===== src/rtl/counter_pkg.sv =====
// -----------------------------------------------------------------------------
// counter_pkg
//   Shared constants for the modulo counter block.
//   DEFAULT_WIDTH : default counter / data width in bits
//   DIR_UP/DOWN   : encodings of the UP direction input
// -----------------------------------------------------------------------------
package counter_pkg;

  localparam int unsigned DEFAULT_WIDTH = 8;

  localparam logic DIR_UP   = 1'b1;
  localparam logic DIR_DOWN = 1'b0;

endpackage : counter_pkg


===== src/rtl/d_register.sv =====
// -----------------------------------------------------------------------------
// d_register
//   WIDTH-bit bank of D flip-flops with synchronous active-high reset.
//   Ports:
//     CLK   - rising-edge clock
//     RST   - synchronous active-high reset, clears the bank to zero
//     D     - next-state value
//     Q     - registered value
//     Q_neg - bitwise complement of Q (combinational off the flops)
// -----------------------------------------------------------------------------
module d_register
  import counter_pkg::*;
#(
  parameter int unsigned WIDTH = DEFAULT_WIDTH
) (
  input  logic             CLK,
  input  logic             RST,
  input  logic [WIDTH-1:0] D,
  output logic [WIDTH-1:0] Q,
  output logic [WIDTH-1:0] Q_neg
);

  logic [WIDTH-1:0] q_q;

  always_ff @(posedge CLK) begin
    if (RST) q_q <= '0;
    else     q_q <= D;
  end

  assign Q     = q_q;
  // Derived from the same flops so it never lags Q by a cycle.
  assign Q_neg = ~q_q;

endmodule : d_register


===== src/rtl/mod_counter.sv =====
// -----------------------------------------------------------------------------
// mod_counter
//   Up/down counter with runtime modulus (sequence 0..MAX), parallel load with
//   clamping, combinational terminal count and a registered wrap pulse.
//   Ports:
//     CLK   - rising-edge clock
//     RST   - synchronous active-high reset (Q=0, WRAP=0)
//     EN    - count enable
//     LOAD  - parallel load strobe, overrides EN/UP
//     UP    - direction, 1 = up, 0 = down
//     D     - parallel load value (clamped to MAX)
//     MAX   - terminal value
//     Q     - registered count
//     Q_neg - ~Q
//     TC    - terminal count (combinational)
//     WRAP  - one-cycle pulse after an edge where TC was high
//   Priority: RST > LOAD > EN > hold.
// -----------------------------------------------------------------------------
module mod_counter
  import counter_pkg::*;
#(
  parameter int unsigned WIDTH = DEFAULT_WIDTH
) (
  input  logic             CLK,
  input  logic             RST,
  input  logic             EN,
  input  logic             LOAD,
  input  logic             UP,
  input  logic [WIDTH-1:0] D,
  input  logic [WIDTH-1:0] MAX,
  output logic [WIDTH-1:0] Q,
  output logic [WIDTH-1:0] Q_neg,
  output logic             TC,
  output logic             WRAP
);

  logic [WIDTH-1:0] cnt_q;
  logic [WIDTH-1:0] cnt_d;
  logic [WIDTH-1:0] load_val;
  logic [WIDTH-1:0] up_val;
  logic [WIDTH-1:0] dn_val;
  logic             at_top;
  logic             at_bot;
  logic             wrap_q;

  // Q >= MAX (not ==) so a count left above a lowered MAX wraps to 0
  // instead of running on up to the natural WIDTH rollover.
  assign at_top = (cnt_q >= MAX);
  assign at_bot = (cnt_q == '0);

  assign load_val = (D > MAX) ? MAX : D;
  assign up_val   = at_top ? '0 : cnt_q + 1'b1;
  // Down from an out-of-range value re-enters the sequence at MAX.
  assign dn_val   = (at_bot || (cnt_q > MAX)) ? MAX : cnt_q - 1'b1;

  always_comb begin
    cnt_d = cnt_q;
    if (LOAD)    cnt_d = load_val;
    else if (EN) cnt_d = (UP == DIR_UP) ? up_val : dn_val;
  end

  assign TC = EN & ~LOAD & ((UP == DIR_UP) ? at_top : at_bot);

  d_register #(.WIDTH(WIDTH)) u_state (
    .CLK   (CLK),
    .RST   (RST),
    .D     (cnt_d),
    .Q     (cnt_q),
    .Q_neg (Q_neg)
  );

  // TC is already low on LOAD edges, so only reset needs explicit clearing.
  always_ff @(posedge CLK) begin
    if (RST) wrap_q <= 1'b0;
    else     wrap_q <= TC;
  end

  assign Q    = cnt_q;
  assign WRAP = wrap_q;

endmodule : mod_counter


===== config.mk =====
export PLATFORM = sky130hd
export DESIGN_NAME = mod_counter
export DESIGN_NICKNAME = d
export VERILOG_FILES = /design/src/rtl/counter_pkg.sv /design/src/rtl/d_register.sv /design/src/rtl/mod_counter.sv
export SDC_FILE = /design/constraint.sdc
export NUM_CORES = 1
export LEC_CHECK = 0
export BUFFER_PORTS_ARGS = -buffer_cell sky130_fd_sc_hd__buf_2
export CAP_MARGIN = 20
export CORE_UTILIZATION = 53
export CTS_BUF_LIST = sky130_fd_sc_hd__clkbuf_16
export CTS_CLUSTER_SIZE = 12
export DETAILED_ROUTE_END_ITERATION = 10
export PLACE_DENSITY = 0.85
export SLEW_MARGIN = 10
export SYNTH_ARGS = -nofsm -noshare
export SYNTH_HDL_FRONTEND = slang
export SYNTH_HIERARCHICAL = 1
export SYNTH_SLANG_ARGS = --single-unit

===== constraint.sdc =====
create_clock -name CLK -period 4.75 [get_ports CLK]
set_input_delay 0.7125 -clock CLK [delete_from_list [all_inputs] [get_ports CLK]]
set_output_delay 0.7125 -clock CLK [all_outputs]
set_load 0.05 [all_outputs]

==> results by group, run 1 <==
Status
  • Outcome: complete, no violations

Logic synthesis
  • Yosys warnings: 6
  • Sequential element share of the synthesized area: 13.15%
  • Synth cell types: 47
  • Largest area contributor in the netlist: ha_1
  • Area contributors post-synth: ha_1 17%, dfxtp_1 13%, inv_1 6.0%
  • Syn_nets: 219
  • Top_reg_cell synth: dfxtp_1
  • Async set or reset register ratio after synthesis: 0%
  • #FFs+latches synth: 9
  • Netlist area before placement: 1370 µm²
  • Synthesized instance count: 179
  • EDFF count, synth: 0
  • Syn_area_per_cell: 7.654 µm²
  • Yosys top cell area share: 17.35%

GRT
  • Largest net degree at the start of global routing: 21
  • Grt ovf: 0
  • Number of global-route vias before repair: 1278
  • Antenna violations before repair: 0
  • First-pass GRT wire length: 5678 µm
  • GR Util All Layers: 27.93%

Setup path
  • CP endpoint kind: output pin
  • Worst Path Required: 4.04 ns
  • Worst setup path class: register to output pin
  • FF-to-FF End: u_state/Q[1]
  • CP Capture Point: TC
  • WP data arrival: 2.40 ns
  • R2R cell count: 9
  • Worst setup path start: u_state/Q[0]
  • Worst Path Max Fanout: 10
  • Kind of start point of the critical path: register
  • R2r setup slk: 1.86 ns
  • Crit path cell chain: inv_1, ha_1, and4_1, o31a_1, nor2_1, nor3_1, buf_2
  • Crit-path max cell delay: 0.50 ns
  • Slowest CP cell: dfxtp_1
  • RR Startpoint: u_state/Q[0]

Die
  • Starting density of the core: 55.81%
  • Std-Cell Rows: 18
  • Die area: 2793 µm²
  • Die H: 52.85 µm
  • I/O Pins: 39
  • Die width: 52.85 µm
  • Core ar.: 2455 µm²

STA
  • Max_slew headroom: 53.52%
  • Setup ws final: 1.638 ns
  • Final setup fails: 0
  • Setup total negative slack: 0 ns
  • Worst Tran Pin Value: 0.6930 ns
  • Max Clk Rate: 321.3 MHz
  • Final period util: 65.52%
  • Fin. max-slew vios: 0
  • Hold Vio Cnt, Final: 0
  • RSZ-0062 raised after global routing: no
  • Min cycle time layout: 3.112 ns
  • Worst Clk Skew: 0.001686 ns

Power
  • Pwr/cell area: 286.7 nW/µm²
  • Worst IR Drop VDD: 0.2089 mV
  • LEAKAGE: 0.0007982 µW

CTS
  • Clock buffer depth: 2
  • Total CTS buffers: 3
  • Clock H-tree levels: 1
  • CTS tree: built
  • Hold_buf cts: 0
  • Root Buffer: clkbuf_16
  • CTS Sinks: 9
  • Worst-Skew Late Latency: 0.23 ns
  • Post-CTS Setup Inserts: 0
  • Reg clk slew, reported paths: 0.04 ns
  • Resized Gates After CTS: 0

Cells and area
  • Share of layout cells above drive strength 1: 22.69%
  • Layout area overhead: 19.73%
  • Diode count: 0
  • Nets@finish: 257

Place
  • Pre-CTS WS: 1.692 ns
  • Routability Congestion: 0.9129
  • I/O Buffers: 38
  • Hpwl dp: 2740 µm

Drt
  • Post-route ant nets: 0
  • Drt initial violations: 44
  • DRC: 0
  • DRT Wirelength: 3511 µm
  • Routed len/inst: 14.27 µm
  • Drt first pass iters: 4
  • DR vias: 1444
  • Vias per cell: 5.870

Min path
  • Min-Delay Path Class: input port to register

Job
  • Maxcap violations: 0
-- metal layers --
layer / global-route usage (%) / routed length, µm / vias to the layer above
li1: - / - / 734
met1: 38.42 / 1619 / 665
met2: 44.73 / 1708 / 41
met3: 2.899 / 156 / 4
met4: 9.211 / 27 / 0
met5: 0 / 0 / -
-- sequential cells by signal, summed over array words and instances (netlist names) --
signal	count
WRAP	1
u_state/Q	8
-- final cells by class --
| type | instances | area, µm² |
|---|---|---|
| Multi-Input combinational cell | 143 | 1071 |
| Fill cell | 217 | 814.5 |
| Timing Repair Buffer | 38 | 190.2 |
| Sequential cell | 9 | 180.2 |
| Inverter | 22 | 82.58 |
| Clock buffer | 3 | 75.07 |
| Tap cell | 30 | 37.54 |
| Clock inverter | 1 | 3.754 |
-- cells in the mapped netlist, drive strengths merged, types with 2 or more instances --
library cell  number
a211oi             6
a21oi              6
a221oi             5
a22oi              2
a31oi              4
and3               2
and4               2
buf                4
dfxtp              9
ha                19
inv               22
mux2i              5
nand2              8
nand3              9
nand4              2
nor2              15
nor2b             10
nor3               5
nor4               4
o21ai              5
o31a               3
o31ai              6
or2                2
xnor2              5
xor2               6
-- report_power, final --
| part | switching (µW) | internal [µW] | total, µW | leakage, µW |
|---|---|---|---|---|
| Sequential | 21.6 | 83.3 | 105 | 0.0000746 |
| Combinational | 142 | 81.3 | 223 | 0.000681 |
| Clock | 32.8 | 110 | 142 | 0.0000423 |
-- worst min path at each step --
stage / endpoint / start / cells after the start
after floorplan: u_state/Q[0] / RST / 1
after global placement: u_state/Q[5] / u_state/Q[5] / 3
after detailed placement: u_state/Q[7] / u_state/Q[7] / 3
after CTS: u_state/Q[0] / RST / 2
after global routing: u_state/Q[5] / RST / 2
final: u_state/Q[0] / RST / 2
-- cells in the final DEF, fill, tap and decap left out, types with 2 or more instances in the layout --
master     netlist  final
o31a_1           2      2
nor4_1           3      3
nor2_1          15     15
dfxtp_1          9      9
inv_1           22     23
o31ai_1          5      5
and4_1           2      2
a21oi_1          6      6
a221oi_1         5      5
nand3_1          9      9
nand2_1          8      8
a22oi_1          2      2
nor2b_1         10     10
buf_2            1     38
mux2i_1          5      5
o21ai_0          4      4
xnor2_1          5      5
nor3_1           5      5
clkbuf_16        0      3
xor2_1           6      6
a31oi_1          4      4
nand4_1          2      2
a211oi_1         6      6
ha_1            19     19
-- metrics by stage --
stage                     instance area, µm²  hold WS [ns]  instances  util (%)  total power (µW)
after floorplan                         1370        0.7841        179         -             271.8
after detailed placement                1562        0.8523        242     63.61             325.2
after global routing                    1640        0.7721        246     66.82             497.1
after global placement                  1562        0.8387        242     63.61             324.3
after CTS                               1640        0.7638        246     66.82             469.6
final                                   1640        0.7649        246     66.82             470.2
-- kinds of logic after synthesis --
logic type               synth area share, %
flip-flops                             13.15
multiplexers                           3.653
AND/OR/NAND/NOR                        26.48
buffers and inverters                  8.676
XOR/XNOR                               7.032
adder cells (fa/ha/maj)                17.35
AO/OA/AOI/OAI                          23.65
-- critical path, delay by kind of cell, from the launching register on --
family,cells,cell delay [ns]
AOI/OAI and AO/OA,1,0.30
adders and majority gates,1,0.33
buffers and inverters,2,0.44
DFF,1,0.50
and+or+nand+nor,3,0.60
Note: power is estimated with default switching activity, not from simulation.
==> run 2, diff against run 1 <==
- CORE_UTILIZATION: 53 -> 47
- PLACE_DENSITY: 0.85 -> 0.8
- clock period: 4.75 -> 2.78 ns (I/O delays scaled with it)
==> results by group, run 2 (synthesis gave the netlist of run 1 again) <==
Status
  • Outcome: complete, no violations

Place
  • Hpwl dp: 2996 µm (+9.3%)
  • Routability Congestion: 0.8721 (-4.5%)
  • I/O Buffers: 38 (unchanged)
  • Pre-CTS WS: 0.3223 ns (-1.370 ns)

STA
  • Final setup fails: 0 (unchanged)
  • Setup ws final: 0.1134 ns (-1.524 ns)
  • Max Clk Rate: 375.0 MHz
  • Fin. max-slew vios: 0 (unchanged)
  • RSZ-0062 raised after global routing: no
  • Hold Vio Cnt, Final: 0 (unchanged)
  • Min cycle time layout: 2.667 ns
  • Setup total negative slack: 0 ns (unchanged)
  • Max_slew headroom: 70.80% (+17 points)
  • Worst hold slack: 0.4989 ns (-0.2660 ns)
  • Worst Tran Pin Value: 0.4361 ns (-0.2569 ns)
  • Worst Clk Skew: 0.0007930 ns (-0.0008926 ns)
  • Final period util: 95.92%

CTS
  • CTS Sinks: 9 (unchanged)
  • Worst-Skew Late Latency: 0.24 ns (about the same)
  • Reg clk slew, reported paths: 0.04 ns (about the same)
  • Total CTS buffers: 3 (unchanged)
  • Clock buffer depth: 2 (unchanged)
  • Root Buffer: clkbuf_16
  • Clock H-tree levels: 1 (unchanged)
  • Resized Gates After CTS: 0 (unchanged)
  • CTS tree: built
  • Hold_buf cts: 0 (unchanged)
  • Post-CTS Setup Inserts: 0 (unchanged)

Die
  • Std-Cell Rows: 19 (+1)
  • Die H: 55.99 µm (+6.0%)
  • Starting density of the core: 49.68% (-6.1 points)
  • Die width: 55.99 µm (+6.0%)
  • Die area: 3135 µm² (+12%)
  • I/O Pins: 39 (unchanged)
  • Core ar.: 2758 µm² (+12%)

Cells and area
  • Commonest non-fill, non-tap cell in the layout: buf_2
  • Nets@finish: 265 (+3.1%)
  • Fill count: 258 (+19%)
  • Share of layout cells above drive strength 1: 25.89% (+3.2 points)
  • Commonest cells after routing, fill and taps aside: 38 x buf_2, 23 x inv_1, 19 x ha_1
  • Largest register FFs: 8 (unchanged)
  • Layout area overhead: 25.02%
  • Diode count: 0 (unchanged)

GRT
  • Antenna violations before repair: 0 (unchanged)
  • Met3 GRT Util: 2.791% (-0.11 points)
  • GRT met2 Usage: 40.48% (-4.2 points)
  • GR Util All Layers: 25.22% (-2.7 points)
  • First-pass GRT wire length: 6292 µm (+11%)
  • Number of global-route vias before repair: 1376 (+7.7%)
  • Largest net degree at the start of global routing: 21 (unchanged)
  • Grt ovf: 0 (unchanged)
  • Met1 Resource Use GR: 34.15% (-4.3 points)
  • GR peak layer: met2

Power
  • LEAKAGE: 0.0008420 µW (+5.5%)
  • Worst IR Drop VDD: 0.3162 mV (+51%)
  • Pwr/cell area: 487.5 nW/µm² (+70%)

Drt
  • Post-route ant nets: 0 (unchanged)
  • Drt first pass iters: 4 (unchanged)
  • Vias per cell: 5.894 (+0.41%)
  • Routed len/inst: 14.80 µm (+3.7%)
  • DRC: 0 (unchanged)
  • DRT Wirelength: 3773 µm (+7.5%)
  • DR vias: 1503 (+4.1%)
  • Drt initial violations: 55 (+25%)

Min path
  • Min-Delay Path Class: input port to register

Job
  • Maxcap violations: 0 (unchanged)

Setup path
  • Worst setup path class: register to output pin
  • Kind of start point of the critical path: register
  • CP endpoint kind: output pin
  • Worst Path Required: 2.36 ns (-1.68 ns)
  • WP data arrival: 2.25 ns (-0.15 ns)
  • Worst Path Max Fanout: 10 (unchanged)
==> run 2: changes by cell type in the layout (fill, tap and decap cells not counted), sizes merged <==
cell  delta
buf      +8
==> run 2: per-stage QoR <==
stage	total power [µW]	utilization, %	area [µm²]	instances
2_1_floorplan	467.3	-	1381	179
3_3_place_gp	574.2	59.26	1634	251
3_5_place_dp	579.0	59.26	1634	251
4_1_cts	833.1	62.11	1713	255
5_1_grt	882.7	62.11	1713	255
6_report	835.0	62.11	1713	255
==> run 2: power by group <==
group	switching (µW)	internal, µW
clock network	63.5	188
logic	262	156
registers	22.6	142
==> run 2: critical path, stage by stage (launching register included) <==
cell and delay (ns):
dfxtp_1 0.42, or4_4 0.62, nor4b_4 0.42, nor2_1 0.15
nor3_4 0.12, buf_2 0.28
==> run 2: metal layers <==
layer | up-vias | wire, µm
li1 | 747 | -
met1 | 689 | 1740
met2 | 56 | 1733
met3 | 11 | 205
met4 | 0 | 93
met5 | - | 0
==> run 2: final timing paths <==
kind,start,end,slack (ns),depth (start not counted)
max,u_state/Q[3],TC,0.11,5
min reg2reg,u_state/Q[7],u_state/Q[7],0.89,4
min,RST,u_state/Q[6],0.50,2
max reg2reg,u_state/Q[3],u_state/Q[4],0.30,7
==> run 2: layout make-up <==
| type | count | area [µm²] | share of cell area (%) |
|---|---|---|---|
| clock inverter | 1 | 3.754 | 0.2191 |
| timing repair buffer | 46 | 250.2 | 14.61 |
| tap | 31 | 38.79 | 2.264 |
| sequential | 9 | 180.2 | 10.52 |
| inverter | 22 | 82.58 | 4.821 |
| clock buffer | 3 | 75.07 | 4.383 |
| multi-input combinational | 143 | 1082 | 63.19 |
==> run 3, diff against run 2 <==
==> constraint.sdc (replaced) <==
create_clock -name CLK -period 2.78 [get_ports CLK]
set_input_delay 0.556 -clock CLK [delete_from_list [all_inputs] [get_ports CLK]]
set_output_delay 0.556 -clock CLK [all_outputs]
set_load 0.05 [all_outputs]
==> results by group, run 3 (synthesis gave the netlist of run 1 again) <==
Setup path
  • Worst setup path class: register to output pin
  • WP data arrival: 2.09 ns (-0.16 ns)
  • Worst setup path start: u_state/Q[3]
  • Worst Path Max Fanout: 6 (-4)
  • CP endpoint kind: output pin
  • RR Startpoint: u_state/Q[3]
  • Kind of start point of the critical path: register
  • Worst Path Required: 2.22 ns (-0.14 ns)
  • R2r setup slk: 0.32 ns (+0.02 ns)

Power
  • LEAKAGE: 0.0008625 µW (+2.4%)
  • Pwr/cell area: 481.9 nW/µm² (-1.1%)
  • Overall Power: 841.7 µW (+0.80%)
  • Worst IR Drop VDD: 0.3561 mV (+13%)
  • Sequential fraction of design power: 19.6% (-0.2 points)
  • P_sw: 346.6 µW (-0.57%)
  • Clock power share: 29.6% (-0.5 points)
  • Sw frac: 41.18% (-0.57 points)
  • Combinational share of power: 50.8% (+0.7 points)
  • Internal power consumption: 495.0 µW (+1.8%)

STA
  • Fin. max-slew vios: 0 (unchanged)
  • Worst Tran Pin Value: 0.3586 ns (-0.07757 ns)
  • Worst Clk Skew: 0.001021 ns (+0.0002283 ns)
  • Final setup fails: 0 (unchanged)
  • Hold Vio Cnt, Final: 0 (unchanged)
  • Max Clk Rate: 378.5 MHz (+0.92%)
  • Setup total negative slack: 0 ns (unchanged)
  • RSZ-0062 raised after global routing: no
  • Setup ws final: 0.1377 ns (+0.02428 ns)
  • Max_slew headroom: 76.10% (+5.3 points)
  • Min cycle time layout: 2.642 ns (-0.02429 ns)
  • Final period util: 95.05% (-0.87 points)

Die
  • Starting density of the core: 49.68% (unchanged)
  • Die H: 55.99 µm (unchanged)
  • Std-Cell Rows: 19 (unchanged)
  • I/O Pins: 39 (unchanged)
  • Die area: 3135 µm² (unchanged)
  • Core ar.: 2758 µm² (unchanged)
  • Die width: 55.99 µm (unchanged)

Cells and area
  • Layout area overhead: 27.49%
  • Commonest non-fill, non-tap cell in the layout: buf_2
  • Largest register FFs: 8 (unchanged)
  • Commonest cells after routing, fill and taps aside: 38 x buf_2, 23 x inv_1, 19 x ha_1
  • Share of layout cells above drive strength 1: 28.07% (+2.2 points)
  • Fill count: 241 (-6.6%)
  • Nets@finish: 269 (+1.5%)
  • Diode count: 0 (unchanged)

Min path
  • Min-Delay Path Class: input port to register
  • Hold Path Origin: RST

Place
  • Pre-CTS WS: 0.1060 ns (-0.2163 ns)
  • I/O Buffers: 38 (unchanged)
  • Routability Congestion: 0.9267 (+6.3%)
  • Hpwl dp: 2915 µm (-2.7%)

GRT
  • Number of global-route vias before repair: 1319 (-4.1%)
  • First-pass GRT wire length: 6141 µm (-2.4%)
  • Largest net degree at the start of global routing: 21 (unchanged)
  • Antenna violations before repair: 0 (unchanged)
  • GR Util All Layers: 24.67% (-0.55 points)
  • Grt ovf: 0 (unchanged)

Drt
  • DR vias: 1512 (+0.60%)
  • Drt first pass iters: 4 (unchanged)
  • DRC: 0 (unchanged)
  • Vias per cell: 5.838 (-0.95%)
  • DRT Wirelength: 3664 µm (-2.9%)
  • Drt initial violations: 66 (+20%)
  • Post-route ant nets: 0 (unchanged)
  • Routed len/inst: 14.15 µm (-4.4%)

CTS
  • Reg clk slew, reported paths: 0.04 ns (about the same)
  • CTS tree: built
  • Total CTS buffers: 3 (unchanged)
  • Root Buffer: clkbuf_16
  • CTS Sinks: 9 (unchanged)
  • Clock buffer depth: 2 (unchanged)
  • Hold_buf cts: 0 (unchanged)
  • Clock H-tree levels: 1 (unchanged)
  • Worst-Skew Late Latency: 0.24 ns (about the same)

Status
  • Outcome: complete, no violations

Job
  • Maxcap violations: 0 (unchanged)
[run 3: changes by cell type in the layout (fill, tap and decap cells not counted)]
cell,change
dfxtp_1,-1
buf_4,+4
nor2_2,+1
dfxtp_2,+1
nor2_1,-1
[run 3: power groups by stage]
stage	logic, µW	registers [µW]	clock network (µW)
floorplan	256	212	0
global placement	416	165	0
detailed placement	417	165	0
CTS	420	163	252
global route	467	165	266
finish	428	165	249
[run 3: path summary, 6_finish.rpt]
| kind | to | cells past startpoint |
|---|---|---|
| setup reg to reg | u_state/Q[4] | 8 |
| setup / recovery | TC | 5 |
| hold / removal | u_state/Q[0] | 2 |
| hold reg to reg | u_state/Q[5] | 3 |
[run 3: through the flow]
step | util [%] | cell area (µm²) | cells | hold slack, ns
CTS | 62.70 | 1729 | 257 | 0.6113
detailed placement | 59.85 | 1650 | 253 | 0.8482
finish | 63.34 | 1747 | 259 | 0.6151
floorplan | - | 1383 | 179 | 0.6202
global route | 63.34 | 1747 | 259 | 0.6354
global placement | 59.85 | 1650 | 253 | 0.8482
[run 3: routing by layer]
| metal | vias up | track usage (%) | share of wire [%] |
|---|---|---|---|
| met3 | 7 | 2.791 | 7.9 |
| met2 | 77 | 39.29 | 46 |
| met4 | 0 | 9.756 | 1.8 |
| met1 | 670 | 33.95 | 44 |
| met5 | - | 0 | 0 |
| li1 | 758 | - | - |
[run 3: timing repair]
action	4_1_cts	5_1_grt
buffers inserted	0	2
resized for setup	0	1
endpoints found under the setup margin	0	1
hold endpoints to repair	0	0
[run 3: worst max-delay path, stage by stage (launching register included)]
cell and delay, ns:
dfxtp_1 0.38, or4_4 0.59, nor4b_4 0.35, nor2_1 0.14, nor3_4 0.11, buf_2 0.28
[run 3: layout make-up]
class / instances / area [µm²] / area share, %
inverters: 22 / 82.58 / 4.728
clock inverters: 1 / 3.754 / 0.2149
clock buffers: 3 / 75.07 / 4.298
well taps: 31 / 38.79 / 2.221
flip-flops and latches: 9 / 181.4 / 10.39
multi-input cells: 143 / 1085 / 62.11
repair buffers: 50 / 280.3 / 16.05
